[src/rtl/ccff_pkg.sv]
// Shared types, CRC constant and bit-serial CRC step for the configuration-chain loader.
package ccff_pkg;

  localparam int unsigned CCFF_CRC_W = 8;
  localparam logic [CCFF_CRC_W-1:0] CCFF_CRC_POLY = 8'h07;

  typedef enum logic [2:0] {
    ST_IDLE   = 3'd0,
    ST_LOAD   = 3'd1,
    ST_VERIFY = 3'd2,
    ST_DONE   = 3'd3,
    ST_ERROR  = 3'd4
  } ccff_state_t;

  // One MSB-first CRC-8 step absorbing a single serial bit.
  function automatic logic [CCFF_CRC_W-1:0] crc8_bit(input logic [CCFF_CRC_W-1:0] crc,
                                                     input logic din);
    logic fb;
    fb = crc[CCFF_CRC_W-1] ^ din;
    return {crc[CCFF_CRC_W-2:0], 1'b0} ^ (fb ? CCFF_CRC_POLY : '0);
  endfunction

endpackage

[src/rtl/ccff_chain_loader_if.sv]
// Bitstream word handshake between the bitstream source and the chain loader.
interface ccff_chain_loader_if #(
  parameter int unsigned WORD_W = 8
) ();

  logic [WORD_W-1:0] bs_data;
  logic              bs_valid;
  logic              bs_ready;

  modport master (output bs_data, output bs_valid, input bs_ready);
  modport slave  (input bs_data, input bs_valid, output bs_ready);

endinterface

[src/rtl/ccff_crc8_serial.sv]
// Bit-serial CRC-8 accumulator with synchronous clear.
module ccff_crc8_serial
  import ccff_pkg::*;
(
  input  logic                  clk,
  input  logic                  rst,
  input  logic                  i_en,
  input  logic                  i_clr,
  input  logic                  i_bit,
  output logic [CCFF_CRC_W-1:0] o_crc
);

  logic [CCFF_CRC_W-1:0] r_crc;

  // Clear takes priority over absorbing a bit.
  always_ff @(posedge clk) begin
    if (rst) begin
      r_crc <= '0;
    end else if (i_clr) begin
      r_crc <= '0;
    end else if (i_en) begin
      r_crc <= crc8_bit(r_crc, i_bit);
    end
  end

  assign o_crc = r_crc;

endmodule

[src/rtl/ccff_chain_loader.sv]
// Serialises bitstream words LSB-first into a configuration chain, with optional
// recirculating CRC verify pass over the chain tail.
module ccff_chain_loader
  import ccff_pkg::*;
#(
  parameter int unsigned CHAIN_LEN = 31,
  parameter int unsigned WORD_W    = 8,
  parameter int unsigned CNT_W     = $clog2(CHAIN_LEN + 1)
) (
  input  logic                   prog_clk,
  input  logic                   prog_reset,
  input  logic                   start,
  input  logic                   verify_en,
  ccff_chain_loader_if.slave     bs,
  input  logic                   ccff_tail,
  output logic                   ccff_head,
  output logic                   chain_shift_en,
  output logic                   busy,
  output logic                   done,
  output logic                   error,
  output logic [CNT_W-1:0]       bit_count
);

  localparam int unsigned BCNT_W = $clog2(WORD_W + 1);

  ccff_state_t             r_state, w_next_state;
  logic [WORD_W-1:0]       r_buf, w_buf;
  logic [BCNT_W-1:0]       r_buf_cnt, w_buf_cnt;
  logic [CNT_W-1:0]        r_bit_count, w_bit_count;
  logic                    r_verify, w_verify;
  logic                    w_shift, w_head, w_ready, w_last;
  logic                    w_crc_clr, w_lcrc_en, w_vcrc_en;
  logic [CCFF_CRC_W-1:0]   w_lcrc, w_vcrc;

  // State register.
  always_ff @(posedge prog_clk) begin
    if (prog_reset) r_state <= ST_IDLE;
    else            r_state <= w_next_state;
  end

  // Word buffer, pass bit counter and latched verify request.
  always_ff @(posedge prog_clk) begin
    if (prog_reset) begin
      r_buf       <= '0;
      r_buf_cnt   <= '0;
      r_bit_count <= '0;
      r_verify    <= 1'b0;
    end else begin
      r_buf       <= w_buf;
      r_buf_cnt   <= w_buf_cnt;
      r_bit_count <= w_bit_count;
      r_verify    <= w_verify;
    end
  end

  // Next-state, shift control and buffer refill.
  always_comb begin
    w_next_state = r_state;
    w_buf        = r_buf;
    w_buf_cnt    = r_buf_cnt;
    w_bit_count  = r_bit_count;
    w_verify     = r_verify;
    w_shift      = 1'b0;
    w_head       = 1'b0;
    w_ready      = 1'b0;
    w_crc_clr    = 1'b0;
    w_lcrc_en    = 1'b0;
    w_vcrc_en    = 1'b0;
    w_last       = (r_bit_count == CNT_W'(CHAIN_LEN - 1));
    case (r_state)
      ST_IDLE, ST_DONE, ST_ERROR: begin
        if (start) begin
          w_next_state = ST_LOAD;
          w_buf        = '0;
          w_buf_cnt    = '0;
          w_bit_count  = '0;
          w_verify     = verify_en;
          w_crc_clr    = 1'b1;
        end
      end
      ST_LOAD: begin
        // A non-empty buffer always shifts, so a single remaining bit frees the buffer.
        w_ready = (r_buf_cnt == '0) || (r_buf_cnt == BCNT_W'(1));
        if (r_buf_cnt != '0) begin
          w_shift     = 1'b1;
          w_head      = r_buf[0];
          w_lcrc_en   = 1'b1;
          w_bit_count = r_bit_count + CNT_W'(1);
          w_buf       = r_buf >> 1;
          w_buf_cnt   = r_buf_cnt - BCNT_W'(1);
        end
        if (w_ready && bs.bs_valid) begin
          w_buf     = bs.bs_data;
          w_buf_cnt = BCNT_W'(WORD_W);
        end
        // Chain full: drop any leftover bits of the final word.
        if (w_shift && w_last) begin
          w_buf     = '0;
          w_buf_cnt = '0;
          if (r_verify) begin
            w_next_state = ST_VERIFY;
            w_bit_count  = '0;
          end else begin
            w_next_state = ST_DONE;
          end
        end
      end
      ST_VERIFY: begin
        // Tail feeds head so the configuration survives the verify pass.
        w_shift     = 1'b1;
        w_head      = ccff_tail;
        w_vcrc_en   = 1'b1;
        w_bit_count = r_bit_count + CNT_W'(1);
        if (w_last) begin
          w_next_state = (crc8_bit(w_vcrc, ccff_tail) == w_lcrc) ? ST_DONE : ST_ERROR;
        end
      end
      default: w_next_state = ST_IDLE;
    endcase
  end

  ccff_crc8_serial u_load_crc (
    .clk   (prog_clk),
    .rst   (prog_reset),
    .i_en  (w_lcrc_en),
    .i_clr (w_crc_clr),
    .i_bit (w_head),
    .o_crc (w_lcrc)
  );

  ccff_crc8_serial u_verify_crc (
    .clk   (prog_clk),
    .rst   (prog_reset),
    .i_en  (w_vcrc_en),
    .i_clr (w_crc_clr),
    .i_bit (ccff_tail),
    .o_crc (w_vcrc)
  );

  assign bs.bs_ready     = w_ready;
  assign ccff_head       = w_head;
  assign chain_shift_en  = w_shift;
  assign busy            = (r_state == ST_LOAD) || (r_state == ST_VERIFY);
  assign done            = (r_state == ST_DONE);
  assign error           = (r_state == ST_ERROR);
  assign bit_count       = r_bit_count;

endmodule
[src/flat_wrapper.sv]
// flat-port wrapper written by rule: the top's interface ports become plain ports
module ccff_chain_loader_flat import ccff_pkg::*;
#(
  parameter int unsigned CHAIN_LEN = 31,
  parameter int unsigned WORD_W    = 8,
  parameter int unsigned CNT_W     = $clog2(CHAIN_LEN + 1)
)
  (prog_clk, prog_reset, start, verify_en, ccff_tail, ccff_head, chain_shift_en, busy, done, error, bit_count, bs_bs_data, bs_bs_valid, bs_bs_ready);
  ccff_chain_loader_if #(.WORD_W(WORD_W)) bs_i ();
  input  logic prog_clk;
  input  logic prog_reset;
  input  logic start;
  input  logic verify_en;
  input  logic ccff_tail;
  output logic ccff_head;
  output logic chain_shift_en;
  output logic busy;
  output logic done;
  output logic error;
  output logic [CNT_W-1:0] bit_count;
  input wire logic [$bits(bs_i.bs_data)-1:0] bs_bs_data;
  input wire logic [$bits(bs_i.bs_valid)-1:0] bs_bs_valid;
  output wire logic [$bits(bs_i.bs_ready)-1:0] bs_bs_ready;
  assign bs_i.bs_data = bs_bs_data;
  assign bs_i.bs_valid = bs_bs_valid;
  assign bs_bs_ready = bs_i.bs_ready;
  ccff_chain_loader #(.CHAIN_LEN(CHAIN_LEN), .WORD_W(WORD_W), .CNT_W(CNT_W)) u_core (.prog_clk(prog_clk), .prog_reset(prog_reset), .start(start), .verify_en(verify_en), .bs(bs_i), .ccff_tail(ccff_tail), .ccff_head(ccff_head), .chain_shift_en(chain_shift_en), .busy(busy), .done(done), .error(error), .bit_count(bit_count));
endmodule
[config.mk]
export PLATFORM = sky130hd
export DESIGN_NAME = ccff_chain_loader_flat
export DESIGN_NICKNAME = d
export VERILOG_FILES = /design/src/rtl/ccff_pkg.sv /design/src/rtl/ccff_chain_loader_if.sv /design/src/rtl/ccff_crc8_serial.sv /design/src/rtl/ccff_chain_loader.sv /design/src/flat_wrapper.sv
export SDC_FILE = /design/constraint.sdc
export NUM_CORES = 1
export LEC_CHECK = 0
export CORE_ASPECT_RATIO = 1.75
export CORE_MARGIN = 4
export CORE_UTILIZATION = 55
export CTS_CLUSTER_DIAMETER = 120
export DETAILED_ROUTE_END_ITERATION = 7
export GPL_TIMING_DRIVEN = 1
export PLACE_DENSITY = 0.79
export SETUP_SLACK_MARGIN = 0.2
export SLEW_MARGIN = 20
export SYNTH_ARGS = -nofsm -noshare
export SYNTH_HDL_FRONTEND = slang
export SYNTH_SLANG_ARGS = --single-unit
export TNS_END_PERCENT = 30
[constraint.sdc]
create_clock -name prog_clk -period 3 [get_ports prog_clk]
set_input_delay 0.75 -clock prog_clk [delete_from_list [all_inputs] [get_ports prog_clk]]
set_output_delay 0.75 -clock prog_clk [all_outputs]
set_load 0.005 [all_outputs]
==> summary.md <==
### Yosys
• 8.39 sq um — average size of a mapped cell
• 250 — number of standard cells after synthesis
• 37 — count of state elements after synthesis
• dfxtp_1 — dominant synthesized flop cell
• 0% — share of async-settable or async-resettable flops after synthesis
• 35.3% — sequential area share after synthesis
• 55 — Cell variety after synth
• 269 — synthesized netlist net count
• 0 — count of flip-flops with a built-in enable after synthesis
• 2100 sq um — Synth Cell Area
• 0 — total number of yosys warnings

### Final layout
• 0 — antenna diode count
• nand2_1 — most common cell after layout, fill and taps aside
• 298 — nets
• 2560 sq um — post-route cell area
• nand2_1 (40), dfxtp_1 (35), nor2_1 (25) — top library cells by usage in the layout, fill and taps aside
• 22.1% — Area Overhead vs Synth
• 16.8% — layout cells sized above 1
• 69.9% — final core area utilization
• 326 — count of placed standard cells in the final layout, fillers left out

### Clock network
• built — clock tree from TritonCTS
• 70 ps — Clock transition at path regs
• clkbuf_8 — buffer cell driving the clock tree root
• 290 ps — Clk Latency, worst-skew pair
• 2 — deepest clock path buffer count
• 2 — CTS H-tree lvls
• 5 — number of CTS-inserted buffers
• 0 — hold bufs inserted after CTS
• 37 — number of clock sinks seen by CTS

### Drt
• 4830 um — post-detailed-routing wire length
• 0 — number of antenna-violating nets in the routed design
• 0 — count of unresolved DRC violations after routing
• 4 — number of iterations in the first detailed-routing pass
• 5.75 — Via density
• 1,875 — Via Count
• 37 — number of DRC markers after the initial detailed-route iteration
• 14.8 um — average routed wire per standard cell

### Timing
• 604 ps — worst slew pin tran
• 181 ps — final worst setup slack
• 480 ps — tightest hold margin
• 59.7% — worst slew slack as a fraction of its limit
• 94.0% — share of the clock period used by the worst path after layout
• 0 — setup-violating endpoint count in the final report
• 355 MHz — highest achievable clock rate
• 0 — Max Slew Vio Count
• 4.67 ps — Post-Route Skew
• 2820 ps — shortest clock period the worst path allows after layout
• 0 — final count of hold timing violations
• true — setup repair after global routing missed its margin
• 0 ps — accumulated negative setup slack

### Critical path
• 890 ps — Register-to-Register Setup Slack
• 2250 ps — data required time of the worst path
• inv_2, ha_2, or3b_4, a32oi_4, inv_1, clkdlybuf4s50_1 — cells traversed along the worst timing path
• flip-flop — startpoint type of the worst setup path
• 4 — biggest fanout along the worst timing path
• output pin — kind of end point of the critical path
• clkdlybuf4s50_1 — critical path's slowest cell
• 2070 ps — data arrival at the endpoint of the critical path
• 450 ps — peak per-stage delay on the critical path
• reg2out — Worst Path Class, Setup

### Floorplan
• 89.7 um — vertical die dimension
• 29 — # rows
• 25 — io pins
• 3660 sq um — area of the core region
• 4900 sq um — floorplan die area
• 57.2% — initial standard-cell utilization of the core
• 54.7 um — width of the die

### Placed design
• 2400 sq um — area post-placement
• 0.785 — placer congestion estimate
• 242 ps — setup slack at placement
• 3490 um — HPWL after DPL
• 24 — Buffers on Ports
• 316 — post-placement cell count

### Run
• 0 — max-cap check violation count

### Global routing
• 7960 um — first-pass GRT wire length
• 1,848 — vias in the first global route
• 22.3% — All-Layer GR Usage
• 0 — grt ovf
• 20 — pin count of the biggest net entering global routing
• 0 — number of antenna violations at the first check in global routing

### Power
• 825 nW/um^2 — Power per Cell Area
• 2.11 mW — final total power
• 0.000593 V — largest voltage drop on the vdd net
• 0.941 nW — leakage power figure

### Worst hold path
• reg2reg — type of the tightest min-delay check

### Run status
• complete, no violations — status

layer usage:
metal,routed length (um),part of all wire (%),GRT usage [%],vias to the layer above
li1,-,-,-,935
met3,163,3.4,5.12,14
met1,1930,40,22.6,886
met2,2590,54,40.3,40
met5,0,0,0,-
met4,146,3.0,11.8,0
cells in the mapped netlist, types with 3 or more instances:
| cell type | count | area share, % |
|---|---|---|
| a211oi_1 | 4 | 1.4 |
| a21oi_1 | 21 | 5.0 |
| a22oi_1 | 8 | 2.9 |
| and2_1 | 3 | 0.90 |
| buf_2 | 3 | 0.72 |
| clkbuf_1 | 8 | 1.4 |
| dfxtp_1 | 37 | 35 |
| ha_1 | 5 | 3.0 |
| inv_1 | 8 | 1.4 |
| mux2_2 | 7 | 3.8 |
| nand2_1 | 40 | 7.2 |
| nand2b_1 | 4 | 1.2 |
| nand3_1 | 4 | 0.95 |
| nor2_1 | 25 | 4.5 |
| nor3_1 | 3 | 0.72 |
| nor3b_2 | 3 | 1.8 |
| o21ai_0 | 8 | 1.9 |
| xnor2_1 | 8 | 3.3 |
| xor2_1 | 8 | 3.3 |
path summary, 6_finish.rpt:
kind	from	to	depth (start not counted)
setup reg to reg	u_core.r_buf_cnt[1]$_SDFFE_PP0P_	u_core.r_buf_cnt[2]$_SDFFE_PP0P_	8
hold reg to reg	u_core.u_verify_crc.o_crc[2]$_SDFFE_PP0N_	u_core.u_verify_crc.o_crc[2]$_SDFFE_PP0N_	2
hold / removal	u_core.u_verify_crc.o_crc[2]$_SDFFE_PP0N_	u_core.u_verify_crc.o_crc[2]$_SDFFE_PP0N_	2
setup / recovery	u_core.r_buf_cnt[1]$_SDFFE_PP0P_	ccff_head	6
what timing repair did:
item / in CTS / in global routing
buffers inserted: 2 / 0
pin swaps: 1 / 0
gates resized for setup: 6 / 2
endpoints found under the hold margin: 0 / 0
setup endpoints to repair: 2 / 3
sequential cells by signal (all words and copies together) (netlist names):
name,count
u_core.r_state,3
u_core.bit_count,5
u_core.r_buf_cnt,4
u_core.u_load_crc.o_crc,8
u_core.r_buf,8
u_core.r_verify,1
u_core.u_verify_crc.o_crc,8
power by group:
part	switching (mW)	internal (mW)	total [mW]
combinational	0.544	0.477	1.02
sequential	0.0917	0.553	0.645
clock	0.176	0.270	0.446
total	0.811	1.30	2.11
cell type report:
| cell class | count | area, sq um |
|---|---|---|
| Tap cell | 46 | 57.6 |
| Inverter | 8 | 30.0 |
| Clock inverter | 2 | 37.5 |
| Sequential cell | 37 | 743 |
| Timing Repair Buffer | 35 | 323 |
| Multi-Input combinational cell | 192 | 1290 |
| Clock buffer | 6 | 82.6 |
| Fill cell | 306 | 1100 |
worst max-delay path: cells and delay by family (launching register included):
family          cells  cell delay, ps
buf+inv             3             600
simple gates        1             420
compound gates      1             230
flops               1             350
fa+ha+maj           1             180
cell families after synthesis:
| logic type | after synthesis | share of synthesized area [%] |
|---|---|---|
| AO/OA/AOI/OAI | 62 | 21.5 |
| XOR/XNOR | 17 | 7.46 |
| adder cells (fa/ha/maj) | 5 | 2.98 |
| buffers and inverters | 21 | 4.30 |
| flip-flops | 37 | 35.3 |
| multiplexers | 8 | 4.24 |
| AND/OR/NAND/NOR | 100 | 24.2 |
Power figures use the tool's default switching activity.
